## src/rtl/hazard_ctrl_pkg.sv

```systemverilog
// Shared definitions for the pipeline hazard controller.
package hazard_ctrl_pkg;

  typedef enum logic [1:0] {
    RUN     = 2'd0,
    MC_BUSY = 2'd1,
    FLUSH   = 2'd2
  } hc_state_e;

  // Wide enough for MC_LATENCY-1 with MC_LATENCY up to 255.
  localparam int MC_CNT_W = 8;

endpackage

```

## src/rtl/hazard_ctrl_load_use_detect.sv

```systemverilog
// Combinational load-use detector: EX load whose destination feeds the ID instruction.
module load_use_detect (
  input  logic       ex_valid_i,
  input  logic       ex_mem_read_i,
  input  logic [4:0] ex_rd_i,
  input  logic       id_valid_i,
  input  logic [4:0] id_rs1_i,
  input  logic [4:0] id_rs2_i,
  output logic       load_use_o
);

  // x0 is hardwired zero, so a load to it never creates a dependency.
  assign load_use_o = ex_valid_i & ex_mem_read_i & (ex_rd_i != 5'd0) & id_valid_i &
                      ((ex_rd_i == id_rs1_i) | (ex_rd_i == id_rs2_i));

endmodule

```

## src/rtl/hazard_ctrl.sv

```systemverilog
// Pipeline hazard controller: load-use stall, branch flush, multi-cycle EX hold.
// Multi-cycle (mul/div) support is present only when HAZARD_MULDIV_EN is defined.
module hazard_ctrl
  import hazard_ctrl_pkg::*;
#(
  parameter int MC_LATENCY = 4
) (
  input  logic        clk_i,
  input  logic        rst_i,
  input  logic        id_valid_i,
  input  logic [4:0]  id_rs1_i,
  input  logic [4:0]  id_rs2_i,
  input  logic        ex_valid_i,
  input  logic        ex_mem_read_i,
  input  logic [4:0]  ex_rd_i,
  input  logic        branch_taken_i,
  input  logic        mc_start_i,
  output logic        pc_stall_o,
  output logic        if_id_stall_o,
  output logic        id_ex_bubble_o,
  output logic        if_id_flush_o,
  output logic        ex_hold_o,
  output logic        mc_done_o,
  output logic [31:0] stall_cycles_o
);

  hc_state_e   state_q, state_d;
  logic        load_use;
  logic        branch_run;
  logic        mc_run;
  logic [31:0] stall_cnt_q, stall_cnt_d;

  load_use_detect u_load_use_detect (
    .ex_valid_i    (ex_valid_i),
    .ex_mem_read_i (ex_mem_read_i),
    .ex_rd_i       (ex_rd_i),
    .id_valid_i    (id_valid_i),
    .id_rs1_i      (id_rs1_i),
    .id_rs2_i      (id_rs2_i),
    .load_use_o    (load_use)
  );

  assign branch_run = ex_valid_i & branch_taken_i;

`ifdef HAZARD_MULDIV_EN
  logic [MC_CNT_W-1:0] cnt_q, cnt_d;
  assign mc_run = ex_valid_i & mc_start_i;
`else
  logic unused_mc_start;
  assign unused_mc_start = mc_start_i;
  assign mc_run          = 1'b0;
`endif

  always_comb begin
    state_d        = state_q;
    pc_stall_o     = 1'b0;
    if_id_stall_o  = 1'b0;
    id_ex_bubble_o = 1'b0;
    if_id_flush_o  = 1'b0;
    ex_hold_o      = 1'b0;
    mc_done_o      = 1'b0;
`ifdef HAZARD_MULDIV_EN
    cnt_d          = cnt_q;
`endif
    case (state_q)
      RUN: begin
        if (branch_run) begin
          if_id_flush_o  = 1'b1;
          id_ex_bubble_o = 1'b1;
          state_d        = FLUSH;
        end else if (mc_run) begin
          ex_hold_o      = 1'b1;
          pc_stall_o     = 1'b1;
          if_id_stall_o  = 1'b1;
`ifdef HAZARD_MULDIV_EN
          cnt_d          = MC_CNT_W'(MC_LATENCY - 1);
`endif
          state_d        = MC_BUSY;
        end else if (load_use) begin
          pc_stall_o     = 1'b1;
          if_id_stall_o  = 1'b1;
          id_ex_bubble_o = 1'b1;
        end
      end
      MC_BUSY: begin
`ifdef HAZARD_MULDIV_EN
        if (cnt_q != MC_CNT_W'(1)) begin
          ex_hold_o     = 1'b1;
          pc_stall_o    = 1'b1;
          if_id_stall_o = 1'b1;
          cnt_d         = cnt_q - MC_CNT_W'(1);
        end else begin
          mc_done_o     = 1'b1;
          state_d       = RUN;
        end
`else
        state_d = RUN;
`endif
      end
      FLUSH: begin
        if_id_flush_o = 1'b1;
        state_d       = RUN;
      end
      default: state_d = RUN;
    endcase

    // Outputs are Mealy, so reset must mask them combinationally too.
    if (rst_i) begin
      pc_stall_o     = 1'b0;
      if_id_stall_o  = 1'b0;
      id_ex_bubble_o = 1'b0;
      if_id_flush_o  = 1'b0;
      ex_hold_o      = 1'b0;
      mc_done_o      = 1'b0;
    end
  end

  always_comb begin
    stall_cnt_d = stall_cnt_q;
    if (pc_stall_o && (stall_cnt_q != 32'hFFFF_FFFF)) begin
      stall_cnt_d = stall_cnt_q + 32'd1;
    end
  end

  always_ff @(posedge clk_i or posedge rst_i) begin
    if (rst_i) begin
      state_q     <= RUN;
      stall_cnt_q <= 32'd0;
`ifdef HAZARD_MULDIV_EN
      cnt_q       <= '0;
`endif
    end else begin
      state_q     <= state_d;
      stall_cnt_q <= stall_cnt_d;
`ifdef HAZARD_MULDIV_EN
      cnt_q       <= cnt_d;
`endif
    end
  end

  assign stall_cycles_o = stall_cnt_q;

endmodule

```

## config.mk

```make
export PLATFORM = sky130hd
export DESIGN_NAME = hazard_ctrl
export DESIGN_NICKNAME = d
export VERILOG_FILES = /design/src/rtl/hazard_ctrl_pkg.sv /design/src/rtl/hazard_ctrl_load_use_detect.sv /design/src/rtl/hazard_ctrl.sv
export SDC_FILE = /design/constraint.sdc
export NUM_CORES = 1
export LEC_CHECK = 0
export CAP_MARGIN = 20
export CORE_ASPECT_RATIO = 1.25
export CORE_MARGIN = 4
export CORE_UTILIZATION = 49
export CTS_CLUSTER_DIAMETER = 120
export DETAILED_ROUTE_END_ITERATION = 12
export PLACE_DENSITY = 0.84
export SLEW_MARGIN = 20
export SYNTH_ARGS = -nofsm -noshare
export SYNTH_HDL_FRONTEND = slang
export SYNTH_HIERARCHICAL = 1
export SYNTH_SLANG_ARGS = --single-unit
```

## constraint.sdc

```tcl
create_clock -name clk_i -period 3.35 [get_ports clk_i]
set_input_delay 0.335 -clock clk_i [delete_from_list [all_inputs] [get_ports clk_i]]
set_output_delay 0.335 -clock clk_i [all_outputs]
set_load 0.02 [all_outputs]
```

Yosys cells after proc, flatten, opt, wreduce, memory -nomap -nowiden

Cells that the tools add are included.

Register bits: 34
Bits of input ports: 22
Output and inout port bits: 38
Word-level logic and storage cells: 29

Add/sub/neg operators: 1
Equality and inequality tests: 5
Mux-type cells: 12
Bitwise logic cells: 6
Reductions and logical operators: 3

Operators by type and width:

| operator                                      | count |
|---|---|
| adder 32 x 1 -> 32 bit, second input constant | 1 |
| != test 32 bit, second input constant         | 1 |
| equality test 5 bit                           | 2 |
| two-way mux 1 bit                             | 9 |
| bitwise AND 1 bit                             | 5 |
| nonzero test 5 bit                            | 1 |
| two-way mux 2 bit                             | 2 |
| equality test 2 bit, second input constant    | 1 |
| zero test 2 bit                               | 1 |
| != test 2 bit, second input constant          | 1 |
| one-hot mux 1 bit (2 select lines)            | 1 |
| logical AND 1 bit                             | 1 |
| bitwise OR 1 bit                              | 1 |

Longest topological paths before layout

Word-level depth: 9
Mapped depth: 10
Gate-level depth less buffers: 10

Hierarchy

Netlist, hierarchy kept.

Modules (own cells, without submodules):

| module          | times used | cells an instance | area each (µm²) | sequential area each (µm²) |
|---|---|---|---|---|
| hazard_ctrl     | 1          | 165               | 1,696.6         | 825.8 |
| load_use_detect | 1          | 17                | 128.9           | 0.0 |

Least setup slack after synthesis

OpenSTA, ideal clock, no wires.

Path type: in2reg
Start point: input port ex_rd_i[2]
End point: register stall_cnt_q[27], in the netlist stall_cycles_o[27]
Library setup time: 0.130 ns
Arrival time: 2.176 ns
Required time: 3.220 ns
Setup slack: 1.044 ns
Stages on the path: 10
Path buffers: 1
Path through: xor2_1 nor3_1 nand3_1 a21oi_1 or3b_4 nor4b_4 o211a_1 buf_6 nand4_1 xnor2_1

Cells in the longest elaborated chain, start to end: 9
Elaborated cells between the ends (all ways): 12
Those cells by class: 2 x eq/ne; 4 x mux; 4 x bitwise; 2 x reduce/logical

Ends and longest elaborated chain:

| element                        | RTL line                          | RTL |
|---|---|---|
| start, declared                | hazard_ctrl.sv:15                 | `input logic [4:0] ex_rd_i,` |
| nonzero test 5 bit             | hazard_ctrl_load_use_detect.sv:13 | `assign load_use_o = ex_valid_i & ex_mem_read_i & (ex_rd_i != 5'd0) & id_valid_i &` |
| bitwise AND 1 bit (2 in a row) | hazard_ctrl_load_use_detect.sv:13 |  |
| bitwise AND 1 bit (*)          | hazard_ctrl_load_use_detect.sv:13 |  |
| net load_use                   | hazard_ctrl.sv:28                 | `logic load_use;` |
| two-way mux 1 bit (*)          | hazard_ctrl.sv:79                 | `end else if (load_use) begin` |
| two-way mux 1 bit (*)          | hazard_ctrl.sv:67                 | `if (branch_run) begin` |
| two-way mux 1 bit (*)          | hazard_ctrl.sv:65                 | `case (state_q)` |
| two-way mux 1 bit (*)          | hazard_ctrl.sv:108                | `if (rst_i) begin` |
| logical AND 1 bit (*)          | hazard_ctrl.sv:120                | `if (pc_stall_o && (stall_cnt_q != 32'hFFFF_FFFF)) begin` |
| end signal, assigned           | hazard_ctrl.sv:134                | `stall_cnt_q <= stall_cnt_d;` |
| end, declared                  | hazard_ctrl.sv:31                 | `logic [31:0] stall_cnt_q, stall_cnt_d;` |

The timed path passes the listed nets; every way through them passes the cells marked *.
A chain may end at the register's enable or synchronous reset.

Final worst setup path

Start point: input port ex_rd_i[2]
End point: output port if_id_stall_o

Cells in the longest elaborated chain, start to end: 8
Elaborated cells between the ends (all ways): 11
Those cells by class: 2 x eq/ne; 4 x mux; 4 x bitwise; 1 x reduce/logical

Ends and longest elaborated chain:

| element                        | RTL line                          | RTL |
|---|---|---|
| nonzero test 5 bit             | hazard_ctrl_load_use_detect.sv:13 |  |
| bitwise AND 1 bit (2 in a row) | hazard_ctrl_load_use_detect.sv:13 |  |
| bitwise AND 1 bit (*)          | hazard_ctrl_load_use_detect.sv:13 |  |
| net load_use                   | hazard_ctrl.sv:28                 |  |
| two-way mux 1 bit (*)          | hazard_ctrl.sv:79                 |  |
| two-way mux 1 bit (*)          | hazard_ctrl.sv:67                 |  |
| two-way mux 1 bit (*)          | hazard_ctrl.sv:65                 |  |
| two-way mux 1 bit (*)          | hazard_ctrl.sv:108                |  |
| end, declared                  | hazard_ctrl.sv:19                 | `output logic if_id_stall_o,` |

Marked as above.

==> results.cfg <==
[setup_path]
critPathKind = in2out
cp-end-kind = output pin
required_ns = 3.01
worstPathArrival_ns = 2.79
rrSetupSlack_ns = 1.11
worstSetupStartpointType = input port
crit_fanout = 3

[clocking]
cts_made_buffers = 5
ctsHoldBuffers = 0
htreeDepth = 2
clk_pin_slew_ns = 0.07
clkLatencyLatePin_ns = 0.28
cts-root-buf = clkbuf_8
cts.sinks = 33
cts.repair.resized = 0
clockBufferDepth = 2
cts_tree = done
cts_setup_buffers = 0

[place]
post-place-ws_ns = 0.209
dp_hpwl_mm = 3.16
port_buffers = 56
placed_area_sq_um = 2430
gp_congestion = 0.772

[layout]
area_delta_synth_final_pct = 37.8
final_util_pct = 71.0
diodes = 0
final_cell_area_sq_um = 2520
fillers = 275
nNetsFinal = 268
drive_above_1_share_pct = 6.94

[timing]
worst_pin_slew_ns = 0.529
min_period_over_period_pct = 93.3
worst_slack_ns = 0.223
max_freq_ghz = 0.320
drv_slew = 0
tns_ns = 0
hold_viol = 0
fin_skew_ns = 0.00585
slew_headroom_pct = 64.2
rsz0062_at_grt = false
post-route-min-period_ns = 3.13
finalSetupViolCount = 0
holdWs_ns = 0.485

[grt]
grt_use_total_pct = 18.1
grt_overflow = 0
grt_max_degree = 34
antenna_found_initial = 0
grt_pass1_wl_mm = 7.18
grt_pass1_vias = 1621

[route]
ant_nets = 0
via_count = 1558
drc = 0
route.final.wire_length_mm = 4.13
drt_iter0_markers = 45
wl_per_cell_um = 14.5
drt_pass1_iterations = 4
avgViaCountPerCell = 5.49

[logic_synthesis]
synth.distinct_cells = 35
seq_area_frac_synth_pct = 45.2
synth_top_cell_by_area = dfrtp_1
syn_area_sq_um = 1830
yosys-top-cells-count = dfrtp_1, xnor2_1, xor2_1
synthTopCellsByArea = dfrtp_1, xnor2_1, xor2_1
yosysWarnings = 6
syn_avg_cell_area_sq_um = 10.0
synth_most_common_cell = dfrtp_1
synth_edf_count = 0
synth-main-ff-cell = dfrtp_1
synth_top_area_share_pct = 45.2
synth-async-reset-ratio_pct = 100
ys_ff_latch = 33
synth_cells = 182

[die]
start_util_pct = 51.5
io_pins = 60
dieArea_sq_um = 4770
core-area_sq_um = 3540
rows = 24
die_w_um = 62.6
die_h_um = 76.2

[min_path]
hold_path.class = reg2reg

[power_and_ir_drop]
ir_worst_vdd_mv = 0.253
power.density_nw_per_um2 = 307
p_leak_uw = 0.00112

[run_status]
outcome = complete, no violations

[flow_run]
cap_violations = 0
metal layers:
layer,wire [um],track usage [%]
met1,1810,22.0
met2,2030,31.1
met3,243,4.28
met4,54,6.18
met5,0,0
sequential cells by signal, summed over array words and instances (netlist names):
name and flops:
stall_cycles_o 32, state_q 1
layout make-up:
type                            count  area, sq um  area share [%]
Inverter                            3         11.3           0.448
Tap cell                           39         48.8            1.94
Clock buffer                        7         86.3            3.43
Multi-Input combinational cell    142          953            37.9
Timing Repair Buffer               60          591            23.5
Sequential cell                    33          826            32.8
placed cells by master, fill, tap and decap left out, drive strengths merged, types with 3 or more instances in the layout:
cell type,instances
a21oi,7
and2,4
and3,10
and4,6
buf,4
clkbuf,7
clkdlybuf4s50,56
dfrtp,33
inv,3
nand2,15
nand3,14
nand4,11
nor2,13
nor3,5
nor4,3
xnor2,20
xor2,17
cells by family (layout without fill, tap and decap cells):
| family | count (synthesis) | count (layout) | share of synthesized area, % |
|---|---|---|---|
| XOR/XNOR | 37 | 37 | 17.8 |
| buffers and inverters | 8 | 70 | 2.74 |
| other | 1 | 2 | 0.205 |
| multiplexers | 2 | 2 | 1.23 |
| AND/OR/NAND/NOR | 87 | 87 | 27.5 |
| flip-flops | 33 | 33 | 45.2 |
| adder cells (fa/ha/maj) | 1 | 1 | 0.685 |
| AO/OA/AOI/OAI | 13 | 13 | 4.66 |
critical path: stages:
cell and delay, ns:
clkdlybuf4s50_1 0.47, xor2_1 0.19, nor3_1 0.22, nand3_1 0.10, a21oi_1 0.19, or3b_4 0.42
nand2b_1 0.19, inv_2 0.08, clkdlybuf4s50_1 0.60
path summary, 6_finish.rpt:
check                                       start  depth (start not counted)                  to
worst max-delay path                   ex_rd_i[2]                          9       if_id_stall_o
worst min-delay path                   state_q[1]                          1          state_q[1]
worst max register to register  stall_cycles_o[0]                          6   stall_cycles_o[1]
worst min register to register         state_q[1]                          1          state_q[1]
max in group asynchronous                   rst_i                          3  stall_cycles_o[15]
min in group asynchronous                   rst_i                          3          state_q[1]
report_power, final:
part / internal, uW / switching (uW)
clock: 163 / 135
sequential: 402 / 4.15
combinational: 38.1 / 30.2
through the flow:
step	power, uW	std cells
2_1_floorplan	443	183
3_3_place_gp	481	277
3_5_place_dp	482	277
4_1_cts	780	284
5_1_grt	799	284
6_report	772	284
Note: power is estimated with default switching activity, not from simulation.
